==> src/rtl/dataflow_queue_if.sv <==
// Token stream bundle between a producer/consumer pair and dataflow_queue.
// master = surrounding fabric, slave = the queue itself.
interface dataflow_queue_if #(
  parameter int N     = 16,
  parameter int DEPTH = 4
);
  localparam int CW = $clog2(DEPTH + 1);

  logic          R_IN;
  logic [N-1:0]  D_IN;
  logic          STALL;
  logic          R_OUT;
  logic [N-1:0]  D_OUT;
  logic          FULL;
  logic          EMPTY;
  logic [CW-1:0] COUNT;

  modport master (
    output R_IN, D_IN, STALL,
    input  R_OUT, D_OUT, FULL, EMPTY, COUNT
  );

  modport slave (
    input  R_IN, D_IN, STALL,
    output R_OUT, D_OUT, FULL, EMPTY, COUNT
  );
endinterface

==> src/rtl/dataflow_queue.sv <==
// Elastic FIFO stage after the merge node: buffers R/D tokens while the consumer stalls.
// Optional DFQ_OVERFLOW_FLAG_EN adds a sticky OVF output flagging dropped pushes.
module dataflow_queue #(
  parameter int N     = 16,
  parameter int DEPTH = 4
) (
  input  logic CLK,
  input  logic RST,
  input  logic EN,
`ifdef DFQ_OVERFLOW_FLAG_EN
  output logic OVF,
`endif
  dataflow_queue_if.slave q
);
  localparam int CW = $clog2(DEPTH + 1);
  localparam int PW = (DEPTH > 1) ? $clog2(DEPTH) : 1;

  localparam logic [CW-1:0] COUNT_FULL = CW'(DEPTH);
  localparam logic [PW-1:0] PTR_LAST   = PW'(DEPTH - 1);

  generate
    if (DEPTH < 2) begin : g_depth_check
      $error("dataflow_queue: DEPTH must be >= 2");
    end
  endgenerate

  logic [N-1:0]  mem [DEPTH];
  logic [PW-1:0] rd_ptr;
  logic [PW-1:0] wr_ptr;
  logic [CW-1:0] count;
  logic          r_out;
  logic [N-1:0]  d_out;

  logic is_empty;
  logic is_full;
  logic pop;
  logic bypass;
  logic push_req;
  logic push;

  assign is_empty = (count == '0);
  assign is_full  = (count == COUNT_FULL);

  // Bypass only fires with empty storage, so FIFO ordering is never violated.
  always_comb begin
    pop      = 1'b0;
    bypass   = 1'b0;
    push_req = 1'b0;
    push     = 1'b0;
    if (EN) begin
      pop      = !q.STALL && !is_empty;
      bypass   = !q.STALL && is_empty && q.R_IN;
      push_req = q.R_IN && !bypass;
      push     = push_req && (!is_full || pop);
    end
  end

  function automatic logic [PW-1:0] ptr_next(input logic [PW-1:0] p);
    return (p == PTR_LAST) ? '0 : p + PW'(1);
  endfunction

  always_ff @(posedge CLK) begin
    if (RST) begin
      r_out  <= 1'b0;
      d_out  <= '0;
      rd_ptr <= '0;
      wr_ptr <= '0;
      count  <= '0;
    end else if (EN) begin
      if (!q.STALL) begin
        if (pop) begin
          d_out  <= mem[rd_ptr];
          r_out  <= 1'b1;
          rd_ptr <= ptr_next(rd_ptr);
        end else if (bypass) begin
          d_out <= q.D_IN;
          r_out <= 1'b1;
        end else begin
          r_out <= 1'b0;
        end
      end
      if (push) begin
        wr_ptr <= ptr_next(wr_ptr);
      end
      if (push && !pop) begin
        count <= count + CW'(1);
      end else if (pop && !push) begin
        count <= count - CW'(1);
      end
    end
  end

  // Storage contents are don't-care after reset, so no reset on the array.
  always_ff @(posedge CLK) begin
    if (!RST && push) begin
      mem[wr_ptr] <= q.D_IN;
    end
  end

`ifdef DFQ_OVERFLOW_FLAG_EN
  always_ff @(posedge CLK) begin
    if (RST) begin
      OVF <= 1'b0;
    end else if (push_req && !push) begin
      OVF <= 1'b1;
    end
  end
`endif

  assign q.R_OUT = r_out;
  assign q.D_OUT = d_out;
  assign q.COUNT = count;
  assign q.FULL  = is_full;
  assign q.EMPTY = is_empty;
endmodule

==> src/flat_wrapper.sv <==
// flat-port wrapper written by rule: the top's interface ports become plain ports
module dataflow_queue_flat 
#(
  parameter int N     = 16,
  parameter int DEPTH = 4
)
  (CLK, RST, EN, q_R_IN, q_D_IN, q_STALL, q_R_OUT, q_D_OUT, q_FULL, q_EMPTY, q_COUNT);
  dataflow_queue_if #(.N(N), .DEPTH(DEPTH)) q_i ();
  input  logic CLK;
  input  logic RST;
  input  logic EN;
  input wire logic [$bits(q_i.R_IN)-1:0] q_R_IN;
  input wire logic [$bits(q_i.D_IN)-1:0] q_D_IN;
  input wire logic [$bits(q_i.STALL)-1:0] q_STALL;
  output wire logic [$bits(q_i.R_OUT)-1:0] q_R_OUT;
  output wire logic [$bits(q_i.D_OUT)-1:0] q_D_OUT;
  output wire logic [$bits(q_i.FULL)-1:0] q_FULL;
  output wire logic [$bits(q_i.EMPTY)-1:0] q_EMPTY;
  output wire logic [$bits(q_i.COUNT)-1:0] q_COUNT;
  assign q_i.R_IN = q_R_IN;
  assign q_i.D_IN = q_D_IN;
  assign q_i.STALL = q_STALL;
  assign q_R_OUT = q_i.R_OUT;
  assign q_D_OUT = q_i.D_OUT;
  assign q_FULL = q_i.FULL;
  assign q_EMPTY = q_i.EMPTY;
  assign q_COUNT = q_i.COUNT;
  dataflow_queue #(.N(N), .DEPTH(DEPTH)) u_core (.CLK(CLK), .RST(RST), .EN(EN), .q(q_i));
endmodule
==> config.mk <==
export PLATFORM = sky130hd
export DESIGN_NAME = dataflow_queue_flat
export DESIGN_NICKNAME = d
export VERILOG_FILES = /design/src/rtl/dataflow_queue_if.sv /design/src/rtl/dataflow_queue.sv /design/src/flat_wrapper.sv
export SDC_FILE = /design/constraint.sdc
export NUM_CORES = 1
export LEC_CHECK = 0
export ABC_CLOCK_PERIOD_IN_PS = 3800
export BUFFER_PORTS_ARGS = -buffer_cell sky130_fd_sc_hd__buf_2
export CELL_PAD_IN_SITES_DETAIL_PLACEMENT = 1
export CELL_PAD_IN_SITES_GLOBAL_PLACEMENT = 1
export CORE_UTILIZATION = 52
export CTS_BUF_LIST = sky130_fd_sc_hd__clkbuf_16
export CTS_CLUSTER_DIAMETER = 150
export DETAILED_ROUTE_END_ITERATION = 6
export GPL_TIMING_DRIVEN = 0
export PLACE_DENSITY = 0.95
export RECOVER_POWER = 50
export SYNTH_ARGS = -nofsm -noshare
export SYNTH_HDL_FRONTEND = slang
export SYNTH_SLANG_ARGS = --single-unit
export TNS_END_PERCENT = 50
==> constraint.sdc <==
create_clock -name CLK -period 3.8 [get_ports CLK]
set_clock_uncertainty 0.1 [all_clocks]
set_input_delay 0.19 -clock CLK [delete_from_list [all_inputs] [get_ports CLK]]
set_output_delay 0.19 -clock CLK [all_outputs]
set_load 0.01 [all_outputs]
==> metrics, run 1 <==
largest net degree at the start of global routing 17; DR WL/cell 22.8 um; Seq cells post-synth 90; DPL Wire Length 5360 um; WS Path Type flip-flop to flip-flop; Pre-Repair DR Iteration Count 4; cts hold-fix bufs 6; largest area contributor in the netlist edfxtp_1; Worst EP required 3900 ps; Util after Layout 65.0%; clock sink count 90; Post-synth EDFFs 64; total power 2.25 mW; number of port buffers 41; Starting Density 55.4%; setup TNS 0 ps; Synth area leaders edfxtp_1 (53%), dfxtp_1 (14%), mux4_2 (10%), a311oi_1 (3.7%), nor2_1 (2.5%); drt first-iter violations 161; top sig layer met4; P_leak 1.43 nW; Layout Nets 318; Max Slew Vio Count 0; Final ANT Viol Nets 0; Synth Net Count 260; Register Area 2440 um^2; worst setup margin 1280 ps; Final Hold Vio Count 0; min Tclk post-route 2520 ps; H-tree Lvls 3; CTS buffer count 9; Hold WS 70.2 ps; die area 7250 um^2; Max-slew headroom 34.0%; VDD IR max 328 uV; initial antenna violation count 0; GP Congestion 0.779; Detail Route met3 WL 591 um; worst skew pair latency 330 ps; first-pass GRT wire length 13300 um; Post-synth top flop edfxtp_1; # IOs 43; most used cell, CP buf_6; Setup WS pre-CTS 1340 ps; die height 85.2 um; Post-CTS Resized 0; Post-Layout Cell Count 372; residual DRC count 0; vias in the first global route 2488; Worst Setup End Kind flip-flop; Post-CTS Repair Setup Buffers 0; Cell Chain, Critical Path or3_1 -> buf_6 -> nand2_4 -> buf_6 -> ha_1 -> inv_1 -> fa_1 -> xnor2_1 -> nand2_1 -> xor2_1 -> nor2_1; met2 WL 4400 um; async set-reset flop share out of synthesis 0%; max-cap check violation count 0; sequential share of the synthesized area 67.9%; DR vias 2235; count leader, synth edfxtp_1; number of diodes 0; Clock transition at path regs 60 ps; total gr overflow 0; crit start category flip-flop; syn avg cell area 15.5 um^2; Longest Clk Path Bufs 2; synthesized cell area 3600 um^2; Post-Syn Instances 232; Tcrit/Tclk final 66.2%; Hold Path Class input pin to flip-flop; critical path's slowest cell or3_1; Distinct cells, synth 29; Area Growth Syn to Fin 17.3%; area occupied by multi-input gates 1020 um^2; placed standard-cell area 3900 um^2; synth cell count leaders edfxtp_1 (64), dfxtp_1 (26), nor2_1 (24); root buffer cell clkbuf_16; met1 wire length 3310 um; routed vias/inst 6.01; CTS tree yes; drt total wl 8470 um; gr usage total 25.4%; RSZ-0062 raised after global routing no; number of fill cells 621; setup violators final 0; worst-margin pin slew 990 ps; Die Wd 85.2 um; Synth top area share 53.4%; Arrival @ worst endpoint 2620 ps; Final Instance Area 4220 um^2; share of layout cells above drive strength 1 16.3%; Core Box Area 6490 um^2; Peak Freq 397 MHz; outcome completed; Placed Cells 350; # rows 29; P per Cell Area 533 nW/um^2; Crit Path Max Fanout 10; synth warn 0; Worst path max stage delay 460 ps
[critical path, delay by kind of cell (launching register included)]
family	cells	cell delay, ps
AND/OR/NAND/NOR	4	660
adder cells (fa/ha/maj)	2	570
flip-flops	1	390
buffers and inverters	3	390
XOR/XNOR	2	290
[final timing paths]
| path | startpoint | slack (ps) | endpoint | depth (start not counted) |
|---|---|---|---|---|
| worst max-delay path | u_core.q.COUNT[0] | 1280 | u_core.q.COUNT[2] | 11 |
| worst min-delay path | q_D_IN[4] | 70 | u_core.mem[0][4] | 1 |
| worst max register to register | u_core.q.COUNT[0] | 1280 | u_core.q.COUNT[2] | 11 |
| worst min register to register | u_core.q.D_OUT[7] | 400 | u_core.q.D_OUT[7] | 2 |
[state kept, by name, indices dropped and copies added (netlist names), named ones only]
name,flops
u_core.q.R_OUT,1
u_core.wr_ptr,2
u_core.q.COUNT,3
u_core.mem,64
u_core.q.D_OUT,16
u_core.rd_ptr,2
[layout by cell type (no fill, tap or decap), types with 3 or more instances in the layout]
cell type      Yosys  routed
ha_1               6       6
clkbuf_16          0       9
nor2b_1            3       3
buf_4              4       4
nor2_1            24      24
dlygate4sd3_1      0       6
buf_6              4       4
inv_1              4       6
clkbuf_1           4      41
nand3_1           17      17
mux4_2            16      16
buf_2              3       7
a311oi_1          15      15
nand2_1           19      19
mux2i_1            3       3
and2_1             4       4
dfxtp_1           26      26
edfxtp_1          64      64
[layer usage]
metal / GRT usage [%] / up-vias
li1: - / 993
met1: 31.4 / 1124
met2: 43.5 / 100
met3: 4.77 / 18
met4: 12.0 / 0
met5: 0 / -
[where the power goes]
group	leakage (nW)	internal, mW	total [mW]	switching [mW]
registers	0.789	1.08	1.10	0.0203
clock network	0.152	0.569	0.926	0.357
logic	0.485	0.0883	0.223	0.135
[cell type report]
class	instances	share of cell area, %
clock inverter	7	2.05
sequential	90	57.9
multi-input combinational	122	24.3
tap	77	2.28
buffer	16	2.61
clock buffer	9	5.34
timing repair buffer	47	5.19
inverter	4	0.356
[kinds of logic after synthesis]
group	share of synthesized area, %
buffers and inverters	3.48
adder cells (fa/ha/maj)	2.64
multiplexers	10.9
AND/OR/NAND/NOR	9.29
XOR/XNOR	0.974
flip-flops	67.9
AO/OA/AOI/OAI	4.87
No activity file was read; power rests on OpenSTA's default activity.
==> inputs of run 2 (changes only) <==
--- a/config.mk
+++ b/config.mk
@@ -5,16 +5,16 @@
 export SDC_FILE = /design/constraint.sdc
 export NUM_CORES = 1
 export LEC_CHECK = 0
-export ABC_CLOCK_PERIOD_IN_PS = 3800
+export ABC_CLOCK_PERIOD_IN_PS = 2200
 export BUFFER_PORTS_ARGS = -buffer_cell sky130_fd_sc_hd__buf_2
 export CELL_PAD_IN_SITES_DETAIL_PLACEMENT = 1
 export CELL_PAD_IN_SITES_GLOBAL_PLACEMENT = 1
-export CORE_UTILIZATION = 52
+export CORE_UTILIZATION = 43
 export CTS_BUF_LIST = sky130_fd_sc_hd__clkbuf_16
 export CTS_CLUSTER_DIAMETER = 150
 export DETAILED_ROUTE_END_ITERATION = 6
 export GPL_TIMING_DRIVEN = 0
-export PLACE_DENSITY = 0.95
+export PLACE_DENSITY = 0.85
 export RECOVER_POWER = 50
 export SYNTH_ARGS = -nofsm -noshare
 export SYNTH_HDL_FRONTEND = slang
==> constraint.sdc (replaced) <==
create_clock -name CLK -period 2.2 [get_ports CLK]
set_clock_uncertainty 0.1 [all_clocks]
set_input_delay 0.11 -clock CLK [delete_from_list [all_inputs] [get_ports CLK]]
set_output_delay 0.11 -clock CLK [all_outputs]
set_load 0.01 [all_outputs]
==> run 2 against run 1 <==
The flow now finishes with violations (negative setup slack). Sequential share of layout area shrank 3.4 points. Critical path depth shrank 1. Non-clock buffer count up 19. Maximum frequency grew 14%. Critical path type unchanged. Critical endpoint unchanged. Highest routed layer unchanged.
==> metrics, run 2 (synthesized netlist as in run 1, its figures left out) <==
outcome complete, but fails checks; failing checks negative setup slack; max-cap check violation count 0 (unchanged); most common cell after layout, fill and taps aside edfxtp_1; total gr overflow 0 (unchanged); largest net degree at the start of global routing 17 (unchanged); root buffer cell clkbuf_16; setup TNS -1.30 ps (-1.30 ps); routed vias/inst 5.48 (-8.9%); Setup WS pre-CTS -242 ps (-1580 ps); max reg flops 64 (unchanged); DR vias 2278 (+1.9%); Clock transition at path regs 70 ps (about the same); vias in the first global route 2482 (-0.24%); buffers and inverters on the worst path 2 (-1); Worst Setup End Kind flip-flop; gr usage total 22.0% (-3.5 points); drt first-iter violations 90 (-44%); setup violators final 1 (+1); Hold Path Class input pin to flip-flop; # IOs 43 (unchanged); Core Box Area 7930 um^2 (+22%); P_leak 1.55 nW (+8.9%); Cell Chain, Critical Path or3_4 -> nand2_4 -> buf_8 -> ha_4 -> inv_2 -> fa_2 -> xnor2_2 -> nand2_1 -> xor2_1 -> nor2_1; number of diodes 0 (unchanged); first-pass GRT wire length 13500 um (+2.0%); number of port buffers 41 (unchanged); delay-heaviest family, CP simple AND/OR/NAND/NOR gates; Crit Path Max Fanout 6 (-4); VDD IR max 472 uV (+44%); Util after Layout 56.7% (-8.3 points); Max Slew Vio Count 0 (unchanged); total power 4.00 mW (+78%); Max-slew headroom 58.7% (+25 points); number of fill cells 768 (+24%); H-tree Lvls 3 (unchanged); Die Wd 93.5 um (+9.7%); CTS buffer count 9 (unchanged); met1 usage 26.2% (-5.2 points); WS Path Type flip-flop to flip-flop; crit start category flip-flop; worst setup margin -1.30 ps (-1290 ps); drt total wl 8950 um (+5.6%); most flop-heavy register u_core.mem; DPL Wire Length 5230 um (-2.3%); clock sink count 90 (unchanged); DR WL/cell 21.5 um (-5.5%); initial antenna violation count 0 (unchanged); Peak Freq 454 MHz (+14%); die height 93.5 um (+9.7%); Final Hold Vio Count 0 (unchanged); P per Cell Area 890 nW/um^2 (+67%); die area 8740 um^2 (+20%); Layout Nets 337 (+6.0%); share of layout cells above drive strength 1 25.8% (+9.5 points); Arrival @ worst endpoint 2310 ps (-310 ps); RSZ-0062 raised after global routing yes; GP Congestion 0.712 (-8.6%); Tcrit/Tclk final 100% (+34 points); # rows 32 (+10%); worst-margin pin slew 619 ps (-371 ps); GR Util met2 38.3% (-5.2 points); min Tclk post-route 2200 ps (-315 ps); Longest Clk Path Bufs 2 (unchanged); Final Instance Area 4490 um^2 (+6.5%); Pre-Repair DR Iteration Count 4 (unchanged); Starting Density 45.4% (-10 points); Most Used Layer, Global Route met2; worst skew pair latency 340 ps (about the same); Worst EP required 2300 ps (-1600 ps); CTS tree yes; placed standard-cell area 3950 um^2 (+1.3%); most frequent cells in the layout edfxtp_1 (64), clkbuf_1 (32), nor2_1 (24), dfxtp_1 (24), nand2_1 (19); M3 GR Usage 3.58% (-1.2 points); residual DRC count 0 (unchanged); Worst path max stage delay 430 ps (-30 ps); Final ANT Viol Nets 0 (unchanged); Area Growth Syn to Fin 24.9%; critical path's slowest cell or3_4
[run 2: cell count changes in the layout (fill, tap and decap cells not counted), sizes merged]
cell,change
buf,+18
clkbuf,-9
clkinv,-1
clkinvlp,+1
dlygate4sd3,+10
[run 2: power breakdown]
| group | internal, mW | switching, mW |
|---|---|---|
| clock | 1.00 | 0.657 |
| combinational | 0.196 | 0.249 |
| sequential | 1.86 | 0.0333 |
[run 2: final cells by class]
type	count	area, um^2	share of cell area [%]
plain buffers	15	103	2.28
clock buffers	9	225	5.01
clock inverters	7	100	2.23
inverters	4	15.0	0.334
multi-input cells	122	1070	23.8
flip-flops and latches	90	2450	54.5
well taps	102	128	2.84
repair buffers	67	405	9.02
[run 2: path summary, 6_finish.rpt]
kind                          start           endpoint  slack [ps]  cells after the start
setup / recovery  u_core.q.COUNT[1]  u_core.q.COUNT[2]          -1                     10
setup reg to reg  u_core.q.COUNT[1]  u_core.q.COUNT[2]          -1                     10
hold reg to reg    u_core.rd_ptr[1]   u_core.rd_ptr[1]         400                      2
hold / removal                  RST  u_core.q.D_OUT[0]          90                      2
[run 2: through the flow]
step / hold WS (ps) / instances
global route: 139 / 416
floorplan: 109 / 232
detailed placement: 249 / 375
finish: 91.3 / 416
CTS: 104 / 407
global placement: 244 / 375
[run 2: worst reg2reg max path, stage by stage (launching register included)]
cell and delay [ps]:
dfxtp_4 360, or3_4 430, nand2_4 110, buf_8 110
ha_4 130, inv_2 40, fa_2 370, xnor2_2 160
nand2_1 80, xor2_1 140, nor2_1 50
[run 2: timing repair]
action,CTS,global route
endpoints found under the hold margin,75,0
gates resized for setup,5,4
buffers inserted,0,10
pin swaps,1,5
hold buffers,16,0
endpoints found under the setup margin,65,66
[run 2: metal layers]
layer	vias to the layer above	wire [um]
met3	11	427
met2	72	4730
li1	1039	-
met1	1156	3630
met4	0	160
met5	-	0
==> inputs of run 3 (changes only) <==
--- a/config.mk
+++ b/config.mk
@@ -9,6 +9,7 @@
 export BUFFER_PORTS_ARGS = -buffer_cell sky130_fd_sc_hd__buf_2
 export CELL_PAD_IN_SITES_DETAIL_PLACEMENT = 1
 export CELL_PAD_IN_SITES_GLOBAL_PLACEMENT = 1
+export CORE_ASPECT_RATIO = 1.75
 export CORE_UTILIZATION = 43
 export CTS_BUF_LIST = sky130_fd_sc_hd__clkbuf_16
 export CTS_CLUSTER_DIAMETER = 150
==> run 3 against run 2 <==
The run ends with design-rule violations left. Core utilization decreased by 2.0 points. Worst hold slack improved by 53 ps. Power decreased by 5.8%. Largest cell class unchanged.
==> metrics, run 3 (synthesized netlist as in run 1, its figures left out) <==
first-pass GRT wire length 13000 um (-4.0%); setup violators final 0 (-1); number of fill cells 797 (+3.8%); Most Used Layer, Global Route met2; crit start category flip-flop; Worst Setup End Kind flip-flop; drt total wl 8390 um (-6.3%); number of port buffers 41 (unchanged); die area 8750 um^2 (+0.16%); CTS buffer count 9 (unchanged); outcome complete, but fails checks; clock sink count 90 (unchanged); H-tree Lvls 3 (unchanged); initial antenna violation count 0 (unchanged); Hold WS 145 ps (+53.4 ps); Max-slew headroom 55.0% (-3.7 points); P_leak 1.57 nW (+0.99%); Final Instance Area 4390 um^2 (-2.4%); GR Util met2 39.0% (+0.69 points); total power 3.77 mW (-5.8%); residual DRC count 4 (+4); M3 GR Usage 3.67% (+0.090 points); max-cap check violation count 0 (unchanged); vias in the first global route 2403 (-3.2%); DR vias 2246 (-1.4%); Pre-Repair DR Iteration Count 7 (+3); total gr overflow 0 (unchanged); Crit Path Max Fanout 6 (unchanged); Register Area 2450 um^2 (-0.10%); drt first-iter violations 112 (+24%); GP Congestion 0.748 (+5.0%); share of layout cells above drive strength 1 26.5% (+0.67 points); setup TNS 0 ps (+1.30 ps); Core Box Area 8020 um^2 (+1.1%); Cell Chain, Critical Path or3_4 -> nand2_4 -> buf_12 -> ha_4 -> inv_1 -> fa_2 -> xnor2_1 -> nand2_1 -> xor2_1 -> nor2_1; Peak Freq 456 MHz (+0.30%); die height 123 um (+32%); Layout Nets 329 (-2.4%); Arrival @ worst endpoint 2290 ps (-20 ps); Tcrit/Tclk final 99.8% (-0.30 points); gr usage total 21.2% (-0.77 points); area occupied by multi-input gates 1060 um^2 (-0.70%); root buffer cell clkbuf_16; CTS tree yes; VDD IR max 561 uV (+19%); # rows 43 (+34%); # IOs 43 (unchanged); worst-margin pin slew 674 ps (+55.4 ps); Starting Density 44.9% (-0.50 points); DPL Wire Length 5510 um (+5.3%); Die Wd 71.1 um (-24%); DR WL/cell 21.2 um (-1.5%); max reg flops 64 (unchanged); most common cell after layout, fill and taps aside edfxtp_1; P per Cell Area 859 nW/um^2 (-3.5%); Worst path max stage delay 420 ps (about the same); most frequent cells in the layout edfxtp_1 (64), buf_2 (30), nor2_1 (24), dfxtp_1 (24), nand2_1 (19); min Tclk post-route 2190 ps (-6.56 ps); Worst EP required 2290 ps (about the same); Clock transition at path regs 60 ps (about the same); number of diodes 0 (unchanged); Area Growth Syn to Fin 21.9%; critical path's slowest cell or3_4; Final Hold Vio Count 0 (unchanged); largest net degree at the start of global routing 17 (unchanged); Max Slew Vio Count 0 (unchanged); Longest Clk Path Bufs 2 (unchanged); placed standard-cell area 3940 um^2 (-0.38%); RSZ-0062 raised after global routing yes; most flop-heavy register u_core.mem; met1 usage 22.6% (-3.6 points); WS Path Type flip-flop to flip-flop; Final ANT Viol Nets 0 (unchanged); routed vias/inst 5.67 (+3.6%); Hold Path Class input pin to flip-flop; failing checks design-rule violations; worst skew pair latency 330 ps (about the same)
## run 3: final timing paths
path,from,cells after the start,slack [ps],to
min,RST,2,140,u_core.q.D_OUT[15]
min reg2reg,u_core.q.D_OUT[5],2,390,u_core.q.D_OUT[5]
max,u_core.q.COUNT[1],10,5,u_core.q.COUNT[2]
max reg2reg,u_core.q.COUNT[1],10,5,u_core.q.COUNT[2]
## run 3: worst max-delay path: cells and delay by family (launching register included)
kind	cells	cell delay, ps
simple gates	4	660
fa+ha+maj	2	460
flops	1	360
xor+xnor	2	330
buf+inv	2	150
## run 3: metrics by stage
step	utilization (%)	cells	setup WS, ps
3_5_place_dp	49.1	363	-248
3_3_place_gp	49.1	363	-171
6_report	54.7	396	5.25
5_1_grt	54.7	396	-50.3
2_1_floorplan	-	232	13.8
4_1_cts	54.9	396	7.40
## run 3: power by group
group          switching [mW]  internal [mW]
clock                   0.591          0.859
sequential             0.0330           1.86
combinational           0.238          0.183
## run 3: routing by layer
layer,routed length (um),up-vias
met5,0,-
met4,246,0
met3,231,16
met2,4720,53
met1,3190,1160
li1,-,1017
## run 3: what timing repair did
action | CTS | global route
resized for setup | 7 | 0
endpoints found under the hold margin | 76 | 0
setup buffers | 2 | 0
endpoints found under the setup margin | 66 | 65
pin swaps | 1 | 0
hold buffers | 16 | 0
## run 3: cell type report
type                       instances  share of cell area, %
timing repair buffer              59                   8.27
tap                               90                   2.57
sequential                        90                   55.8
multi-input combinational        122                   24.2
clock buffer                       9                   5.13
clock inverter                     7                   1.25
buffer                            15                   2.45
inverter                           4                  0.342
